File: config.mk
export PLATFORM = sky130hd
export DESIGN_NAME = pps_led_gen_flat
export DESIGN_NICKNAME = d
export VERILOG_FILES = /design/src/rtl/pps_led_gen_if.sv /design/src/rtl/pps_led_gen.sv /design/src/flat_wrapper.sv
export SDC_FILE = /design/constraint.sdc
export NUM_CORES = 1
export LEC_CHECK = 0
export BUFFER_PORTS_ARGS = -buffer_cell sky130_fd_sc_hd__buf_2
export CORE_MARGIN = 2
export CORE_UTILIZATION = 55
export CTS_CLUSTER_SIZE = 30
export DETAILED_ROUTE_END_ITERATION = 10
export PLACE_DENSITY = 0.71
export SYNTH_ARGS = -nofsm -noshare
export SYNTH_HDL_FRONTEND = slang
export SYNTH_SLANG_ARGS = --single-unit
File: constraint.sdc
create_clock -name CLK50M -period 4.8 [get_ports CLK50M]
set_input_delay 1.44 -clock CLK50M [delete_from_list [all_inputs] [get_ports CLK50M]]
set_output_delay 1.44 -clock CLK50M [all_outputs]
set_load 0.005 [all_outputs]
File: src/rtl/pps_led_gen_if.sv
// Configuration write port of pps_led_gen: one strobe carrying a channel
// number, mode, period and duty fraction.
interface pps_led_gen_if #(
    parameter int NCH    = 4,
    parameter int DIV_W  = 26,
    parameter int DUTY_W = 8
);
    localparam int CH_W = (NCH > 1) ? $clog2(NCH) : 1;

    logic              cfg_we;
    logic [CH_W-1:0]   cfg_ch;
    logic [1:0]        cfg_mode;
    logic [DIV_W-1:0]  cfg_period;
    logic [DUTY_W-1:0] cfg_duty;

    modport master (output cfg_we, cfg_ch, cfg_mode, cfg_period, cfg_duty);
    modport slave  (input  cfg_we, cfg_ch, cfg_mode, cfg_period, cfg_duty);
endinterface

File: src/rtl/pps_led_gen.sv
// Multi-channel LED / pulse generator with a 1 Hz base tick and an external
// PPS input that realigns every running channel and the tick counter.
module pps_led_gen #(
    parameter int CLK_HZ = 50_000_000,
    parameter int NCH    = 4,
    parameter int DIV_W  = 26,
    parameter int DUTY_W = 8
) (
    input  logic           CLK50M,
    input  logic           RSTN,
    pps_led_gen_if.slave   cfg_bus,
    input  logic [NCH-1:0] en,
    input  logic           sync,
    output logic [NCH-1:0] led,
    output logic [NCH-1:0] pulse,
    output logic           tick
);
    localparam int CH_W = (NCH > 1) ? $clog2(NCH) : 1;
    localparam int PW   = DIV_W + DUTY_W + 1;

    typedef enum logic [1:0] {
        MODE_OFF     = 2'd0,
        MODE_BLINK   = 2'd1,
        MODE_PWM     = 2'd2,
        MODE_ONESHOT = 2'd3
    } mode_e;

    logic             r_sync_ff1, r_sync_ff2, r_sync_d;
    logic             w_sync_edge;
    logic [DIV_W-1:0] r_tick_cnt;
    logic             r_tick;
    logic [PW-1:0]    w_prod;
    logic [DIV_W:0]   w_t_new;
    logic [DUTY_W-1:0] w_unused_frac;

    always_ff @(posedge CLK50M or negedge RSTN) begin
        if (!RSTN) begin
            r_sync_ff1 <= 1'b0;
            r_sync_ff2 <= 1'b0;
            r_sync_d   <= 1'b0;
        end else begin
            // NOTE: non-blocking assignments make this a true 3-stage shift; blocking ones would collapse it.
            r_sync_ff1 <= sync;
            r_sync_ff2 <= r_sync_ff1;
            r_sync_d   <= r_sync_ff2;
        end
    end

    assign w_sync_edge = r_sync_ff2 & ~r_sync_d;

    always_ff @(posedge CLK50M or negedge RSTN) begin
        if (!RSTN) begin
            r_tick_cnt <= '0;
            r_tick     <= 1'b0;
        end else begin
            r_tick <= (r_tick_cnt == '0);
            if (w_sync_edge || r_tick_cnt == DIV_W'(CLK_HZ - 1)) r_tick_cnt <= '0;
            else                                                r_tick_cnt <= r_tick_cnt + 1'b1;
        end
    end

    assign tick = r_tick;

    // Full-width product so the duty fraction is never truncated before the shift.
    assign w_prod        = (PW'(cfg_bus.cfg_period) + PW'(1)) * PW'(cfg_bus.cfg_duty);
    assign w_unused_frac = w_prod[DUTY_W-1:0];

    always_comb begin
        // NOTE: default first so every path assigns w_t_new and no latch is inferred.
        w_t_new = '0;
        case (mode_e'(cfg_bus.cfg_mode))
            MODE_BLINK:   w_t_new = ({1'b0, cfg_bus.cfg_period} + (DIV_W+1)'(1)) >> 1;
            MODE_PWM: begin
                w_t_new = w_prod[PW-1:DUTY_W];
                // A single-clock PWM period at half duty or more is held fully on.
                if (cfg_bus.cfg_period == '0 && cfg_bus.cfg_duty[DUTY_W-1]) w_t_new = (DIV_W+1)'(1);
            end
            MODE_ONESHOT: w_t_new = w_prod[PW-1:DUTY_W];
            default:      w_t_new = '0;
        endcase
    end

    for (genvar gi = 0; gi < NCH; gi++) begin : g_ch
        localparam mode_e            RST_MODE = (gi == 0) ? MODE_BLINK : MODE_OFF;
        localparam logic [DIV_W-1:0] RST_P    = (gi == 0) ? DIV_W'(CLK_HZ - 1) : '0;
        localparam logic [DIV_W:0]   RST_T    = (gi == 0) ? (DIV_W+1)'(CLK_HZ / 2) : '0;

        mode_e            r_mode;
        logic [DIV_W-1:0] r_p, r_c;
        logic [DIV_W:0]   r_t;
        logic             r_done, r_led, r_pulse;
        logic             w_hit, w_active;

        assign w_hit    = cfg_bus.cfg_we && (cfg_bus.cfg_ch == CH_W'(gi));
        assign w_active = en[gi] && (r_mode != MODE_OFF);

        // A restart edge (write or sync) drives both outputs low so the following
        // period start is the only pulse, even when both restart sources coincide.
        always_ff @(posedge CLK50M or negedge RSTN) begin
            if (!RSTN) begin
                r_mode  <= RST_MODE;
                r_p     <= RST_P;
                r_t     <= RST_T;
                r_c     <= '0;
                r_done  <= 1'b0;
                r_led   <= 1'b0;
                r_pulse <= 1'b0;
            end else if (w_hit) begin
                r_mode  <= mode_e'(cfg_bus.cfg_mode);
                r_p     <= cfg_bus.cfg_period;
                r_t     <= w_t_new;
                r_c     <= '0;
                r_done  <= 1'b0;
                r_led   <= 1'b0;
                r_pulse <= 1'b0;
            end else if (!w_active || w_sync_edge) begin
                r_c     <= '0;
                r_done  <= 1'b0;
                r_led   <= 1'b0;
                r_pulse <= 1'b0;
            end else if (r_mode == MODE_ONESHOT && r_done) begin
                r_led   <= 1'b0;
                r_pulse <= 1'b0;
            end else begin
                r_led   <= ({1'b0, r_c} < r_t);
                r_pulse <= (r_c == '0);
                if (r_c == r_p) begin
                    r_c    <= (r_mode == MODE_ONESHOT) ? r_c : '0;
                    r_done <= (r_mode == MODE_ONESHOT);
                end else begin
                    r_c    <= r_c + 1'b1;
                end
            end
        end

        assign led[gi]   = r_led;
        assign pulse[gi] = r_pulse;
    end
endmodule

File: src/flat_wrapper.sv
// flat-port wrapper written by rule: the top's interface ports become plain ports
module pps_led_gen_flat 
#(
    parameter int CLK_HZ = 50_000_000,
    parameter int NCH    = 4,
    parameter int DIV_W  = 26,
    parameter int DUTY_W = 8
)
  (CLK50M, RSTN, en, sync, led, pulse, tick, cfg_bus_cfg_we, cfg_bus_cfg_ch, cfg_bus_cfg_mode, cfg_bus_cfg_period, cfg_bus_cfg_duty);
  pps_led_gen_if #(.NCH(NCH), .DIV_W(DIV_W), .DUTY_W(DUTY_W)) cfg_bus_i ();
  input  logic CLK50M;
  input  logic RSTN;
  input  logic [NCH-1:0] en;
  input  logic sync;
  output logic [NCH-1:0] led;
  output logic [NCH-1:0] pulse;
  output logic tick;
  input wire logic [$bits(cfg_bus_i.cfg_we)-1:0] cfg_bus_cfg_we;
  input wire logic [$bits(cfg_bus_i.cfg_ch)-1:0] cfg_bus_cfg_ch;
  input wire logic [$bits(cfg_bus_i.cfg_mode)-1:0] cfg_bus_cfg_mode;
  input wire logic [$bits(cfg_bus_i.cfg_period)-1:0] cfg_bus_cfg_period;
  input wire logic [$bits(cfg_bus_i.cfg_duty)-1:0] cfg_bus_cfg_duty;
  assign cfg_bus_i.cfg_we = cfg_bus_cfg_we;
  assign cfg_bus_i.cfg_ch = cfg_bus_cfg_ch;
  assign cfg_bus_i.cfg_mode = cfg_bus_cfg_mode;
  assign cfg_bus_i.cfg_period = cfg_bus_cfg_period;
  assign cfg_bus_i.cfg_duty = cfg_bus_cfg_duty;
  pps_led_gen #(.CLK_HZ(CLK_HZ), .NCH(NCH), .DIV_W(DIV_W), .DUTY_W(DUTY_W)) u_core (.CLK50M(CLK50M), .RSTN(RSTN), .cfg_bus(cfg_bus_i), .en(en), .sync(sync), .led(led), .pulse(pulse), .tick(tick));
endmodule
# After elaboration in Yosys (flattened, before gate mapping)

Cells that the tools add are included.

Register bits after elaboration: 366
Latch bits: 0
Bits in writable memories: 0
ROM bits: 0
Bits of input ports: 46
Output and inout port bits: 9
Word-level logic and storage cells: 178
Memories kept: 0

Add/subtract/negate cells: 7
Multiply operators: 1
Divide/modulo/power cells: 0
Magnitude comparators: 4
Eq/ne operators: 23
Shift-type cells: 0
Mux-type cells: 63
Bitwise operators: 2
Reductions and logical operators: 45

Operators by type and width:

| kind                                                                  | count |
|---|---|
| 26-bit two-way mux                                                    | 21 |
| 26-bit zero test                                                      | 6 |
| 26-bit by 1-bit adder with 26-bit output, second input constant       | 5 |
| 26-bit by 27-bit < comparator with 1-bit output                       | 4 |
| 26-bit equality test                                                  | 4 |
| 27-bit one-hot mux with 3 select lines                                | 1 |
| 26-bit by 1-bit adder with 27-bit output, second input constant       | 2 |
| 1-bit two-way mux                                                     | 40 |
| 35-bit by 8-bit multiplier with 35-bit output                         | 1 |
| 27-bit two-way mux                                                    | 1 |
| 26-bit equality test, second input constant                           | 1 |
| 2-bit equality test, second input constant                            | 8 |
| 4-bit by 2-bit != test with 1-bit output, second input constant       | 4 |
| 2-bit AND reduction                                                   | 8 |
| 1-bit logical AND                                                     | 13 |
| 3-bit by 1-bit != test with 1-bit output, second input constant       | 4 |
| 3-bit nonzero test                                                    | 4 |
| 2-bit nonzero test                                                    | 4 |
| 1-bit logical OR                                                      | 5 |
| 2-bit by 1-bit equality test with 1-bit output, second input constant | 2 |
| 1-bit zero test                                                       | 4 |
| 2-bit zero test                                                       | 1 |
| 1-bit AND                                                             | 1 |
| 1-bit NOT                                                             | 1 |

# Depth between registers and ports, before layout

Depth after elaboration: 6
Depth in mapped cells: 26
Gate-level depth less buffers: 23

# Least setup slack after synthesis

OpenSTA, ideal clock, no wires.

Kind: in2reg
From: input cfg_bus_cfg_period[4]
To: register u_core.g_ch[0].r_t[25]
Setup time: 0.074 ns
Arrival time: 7.491 ns
Data required time: 4.726 ns
Slack: -2.765 ns
Cell stages on the path: 26
Buffers on the path: 3
Cell sequence: buf_2 > and3_1 > and4_1 > and2_1 > and3_1 > clkbuf_1 > nand3_1 > xor2_1 > nor2b_1 > fa_1 > fa_1 > fa_1 > inv_1 > fa_1 > inv_1 > ha_1 > buf_2 > nand3_1 > or4_1 > o32ai_2 > a21oi_2 > a31oi_4 > o2111ai_1 > o31a_1 > a211o_1 > o21ai_2

Longest elaborated chain between the ends: 4
Elaborated cells between the ends (all ways): 7
Those cells by class: add/sub (2); mul (1); mux (2); reduce/logical (2)

Ends and longest elaborated chain:

| what                                                                               | line                                                    | source |
|---|---|---|
| start: declaration                                                                 | flat_wrapper.sv:21                                      | `input wire logic [$bits(cfg_bus_i.cfg_period)-1:0] cfg_bus_cfg_period;` |
| 26-bit by 1-bit adder with 27-bit output or 26-bit zero test (tied branches)       | pps_led_gen.sv:65, pps_led_gen.sv:72, pps_led_gen.sv:76 |  |
| 35-bit by 8-bit multiplier with 35-bit output or 1-bit logical AND (tied branches) | pps_led_gen.sv:65, pps_led_gen.sv:76                    |  |
| 27-bit two-way mux                                                                 | pps_led_gen.sv:76                                       | `if (cfg_bus.cfg_period == '0 && cfg_bus.cfg_duty[DUTY_W-1]) w_t_new = (DIV_W+1)'(1);` |
| 27-bit one-hot mux with 3 select lines *                                           | pps_led_gen.sv:71                                       | `case (mode_e'(cfg_bus.cfg_mode))` |
| end signal: assignment                                                             | pps_led_gen.sv:111                                      | `r_t <= w_t_new;` |
| end: declaration                                                                   | pps_led_gen.sv:90                                       | `logic [DIV_W:0] r_t;` |

Every way passes the cells marked *; elsewhere a longest branch is shown, timed or not.
A chain may end at the register's enable or synchronous reset.

# Worst setup path in the final report

From: input cfg_bus_cfg_period[1]
To: register u_core.g_ch[3].r_t[21]

Longest elaborated chain between the ends: 4
Elaborated cells between the ends (all ways): 7
Those cells by class: add/sub (2); mul (1); mux (2); reduce/logical (2)

Ends and longest elaborated chain:

| what                                                                               | line |
|---|---|
| 26-bit by 1-bit adder with 27-bit output or 26-bit zero test (tied branches)       | pps_led_gen.sv:65, pps_led_gen.sv:72, pps_led_gen.sv:76 |
| 35-bit by 8-bit multiplier with 35-bit output or 1-bit logical AND (tied branches) | pps_led_gen.sv:65, pps_led_gen.sv:76 |
| 27-bit two-way mux                                                                 | pps_led_gen.sv:76 |
| 27-bit one-hot mux with 3 select lines *                                           | pps_led_gen.sv:71 |
| end signal: assignment                                                             | pps_led_gen.sv:111 |
| end: declaration                                                                   | pps_led_gen.sv:90 |

Marked as above.

==> impl_metrics.py <==
metrics = {
    "outcome": {
        "status": "finished with violations",
        "violations": "setup timing",
    },
    "run": {
        "maxCapViolCount": 0,
    },
    "place": {
        "post-dp-hpwl_um": 61430,
        "portBuffers": 54,
        "placed_cells": 3824,
        "place_area_sq_um": 29670,
        "gp_congestion": 0.9670,
    },
    "detailed_routing": {
        "vias": 23230,
        "via_per_inst": 5.852,
        "dr.pass1.iters": 8,
        "routedWlPerCell_um": 21.45,
        "drc_errors": 0,
        "drt_iter0_markers": 1923,
        "ant_nets": 0,
        "drt-total-wl_um": 85140,
    },
    "synth": {
        "netlist_instances": 3042,
        "ys_ff_latch": 366,
        "synth-main-ff-cell": "dfrtp_1",
        "seq_area_frac_synth_pct": 34.32,
        "ys_top_cells_by_area": "dfrtp_1, fa_1, ha_1",
        "syn-cell-area_sq_um": 26800,
        "yosysTopAreaCell": "dfrtp_1",
        "synth.avg_cell_area_sq_um": 8.809,
        "yosysMostFrequentCell": "nand2_1",
        "synth_edf_count": 0,
        "yosys_warnings": 0,
        "synth_nets": 3401,
        "synthArstFlopShare_pct": 100.0,
        "synth_top_area_share_pct": 31.28,
        "synth_commonest_cells": "nand2_1, dfrtp_1, inv_1, nor2b_1, nor2_1",
        "synth.distinct_cells": 79,
    },
    "power": {
        "p_per_area_nw_per_um2": 516.3,
        "ir_worst_vdd_v": 0.0003569,
        "power_leakage_nw": 15.77,
        "finalPower_mw": 16.99,
    },
    "sta": {
        "worst_pin_slew_ns": 0.9012,
        "fmax_mhz": 142.3,
        "hold_viol_final": 0,
        "hold_ws_ns": 0.3504,
        "finalSetupTns_ns": -193.78,
        "maxSlewViolCount": 0,
        "slew_headroom_pct": 39.70,
        "finalSetupViolCount": 108,
        "timing.final.ws_setup_ns": -2.228,
        "clock_skew_ns": 0.03729,
        "rsz0062_at_grt": "true",
        "min_period_ns": 7.028,
        "final.period_utilization_pct": 146.4,
    },
    "clock_network": {
        "cts_hold_buf": 0,
        "numCtsBuffers": 42,
        "clock_sinks": 366,
        "clkSlewWorstSetupHoldPaths_ns": 0.06,
        "clk_latency_ns": 0.59,
        "cts_tree": "done",
        "htreeDepth": 2,
        "clock-root-buffer": "clkbuf_16",
        "cts_buffer_depth": 3,
    },
    "worst_setup_path": {
        "arrival_ns": 7.50,
        "start_kind": "primary input",
        "required_ns": 5.27,
        "crit_fanout": 5,
        "end_kind": "flip-flop",
        "crit_type": "primary input to flip-flop",
    },
    "floorplan": {
        "dieArea_sq_um": 50500,
        "start_util_pct": 55.89,
        "die_w_um": 224.7,
        "placementRows": 80,
        "io_pins": 55,
        "core_area_sq_um": 47950,
        "dieHeight_um": 224.7,
    },
    "global_routing": {
        "grt_start_max_net_pins": 104,
        "grt_pass1_vias": 23390,
        "gr-total-overflow": 0,
        "antenna_found_initial": 5,
        "grt_pass1_wl_um": 132400,
        "grtUsageTotal_pct": 34.06,
    },
    "final_layout": {
        "drive_gt1_share_pct": 22.52,
        "nets": 3678,
        "instances_no_fill": 3970,
        "fillers": 3642,
        "final_area_sq_um": 32900,
        "area_growth_pct": 22.77,
    },
    "hold_path": {
        "hold_path.class": "flip-flop to flip-flop",
    },
}
## metal layers
| layer | up-vias | GRT usage (%) | routed length, um |
|---|---|---|---|
| met3 | 241 | 5.709 | 6757 |
| met5 | - | 0 | 43 |
| met4 | 6 | 16.00 | 4595 |
| met2 | 948 | 54.06 | 39260 |
| li1 | 10530 | - | - |
| met1 | 11510 | 45.81 | 34490 |
## flip-flops by register name (all words and copies together), names as in the netlist
register             cells
u_core.r_sync_ff1        1
u_core.g_ch.r_pulse      4
u_core.r_sync_ff2        1
u_core.tick              1
u_core.g_ch.r_p        104
u_core.g_ch.r_mode       8
u_core.r_sync_d          1
u_core.g_ch.r_done       4
u_core.g_ch.r_t        108
u_core.r_tick_cnt       26
u_core.g_ch.r_led        4
u_core.g_ch.r_c        104
## where the power goes
part           total (mW)  internal, mW  switching (mW)
Sequential           4.05          3.69           0.360
Clock                3.39          2.01            1.37
Combinational        9.55          4.41            5.14
## critical path: stages
cell and delay (ns):
buf_8 0.09, buf_6 0.09, and3_4 0.18, and4_4 0.22
and2_4 0.19, and3_4 0.27, nand3_4 0.11, xor2_4 0.27
buf_6 0.15, nor2b_4 0.04, fa_1 0.53, fa_1 0.45
fa_1 0.56, inv_1 0.05, fa_1 0.49, inv_2 0.05
ha_4 0.26, nand4_1 0.11, or4_4 0.44, o32ai_2 0.23
a21oi_2 0.09, a31oi_4 0.20, buf_4 0.15, buf_6 0.08
nor3_1 0.04, o32ai_2 0.28, nand2_2 0.22, o21ai_2 0.20
## layout by cell type (no fill, tap or decap), types with 60 or more instances in the layout
cell | netlist | final
nor2_1 | 169 | 165
xor2_1 | 146 | 129
nand4_1 | 60 | 60
nand3_1 | 77 | 67
ha_1 | 164 | 140
xnor2_1 | 93 | 84
buf_4 | 11 | 277
dfrtp_1 | 335 | 335
a21oi_1 | 93 | 74
o21ai_0 | 161 | 91
nor2b_1 | 185 | 147
fa_1 | 149 | 143
inv_1 | 290 | 268
nand2_1 | 527 | 510
## what timing repair did
action | CTS | global route
pin swaps | 117 | 78
endpoints found under the setup margin | 108 | 108
setup buffers | 41 | 26
hold endpoints to repair | 0 | 0
cloned | 0 | 0
gates resized for setup | 190 | 130
## stage by stage
step | util [%] | setup slack, ns
after global routing | 68.60 | -2.325
final | 68.61 | -2.228
after detailed placement | 61.89 | -3.057
after global placement | 61.89 | -2.940
after floorplan | - | -2.442
after CTS | 67.28 | -2.071
## area by class of cell
class	count	area, sq um	share of cell area, %
clock inverter	19	249.0	0.7569
tap	615	769.5	2.339
timing repair buffer	380	3059	9.299
multi-input combinational	2239	17300	52.60
clock buffer	59	1225	3.723
antenna	2	5.005	0.01521
sequential	366	9198	27.96
inverter	290	1089	3.309
## final timing paths
| path | cells after the start | end | from | slack (ns) |
|---|---|---|---|---|
| worst max-delay path | 28 | u_core.g_ch[3].r_t[21] | cfg_bus_cfg_period[1] | -2.23 |
| worst min-delay path | 0 | u_core.r_sync_ff2 | u_core.r_sync_ff1 | 0.35 |
| worst max register to register | 9 | u_core.g_ch[0].r_c[13] | u_core.g_ch[0].r_c[19] | 1.62 |
| worst min register to register | 0 | u_core.r_sync_ff2 | u_core.r_sync_ff1 | 0.35 |
| max in group asynchronous | 2 | u_core.g_ch[0].r_p[17] | RSTN | 2.95 |
| min in group asynchronous | 1 | u_core.r_tick_cnt[19] | RSTN | 0.90 |
## cells by family after synthesis
logic type	count (synthesis)	synth area share, %
AOI/OAI and AO/OA	417	9.530
xor gates and xnor gates	239	7.812
adders and majority gates	313	18.79
buffers and inverters	437	6.341
DFF	366	34.32
muxes	7	0.2708
and+or+nand+nor	1263	22.94
No activity file was read; power rests on OpenSTA's default activity.
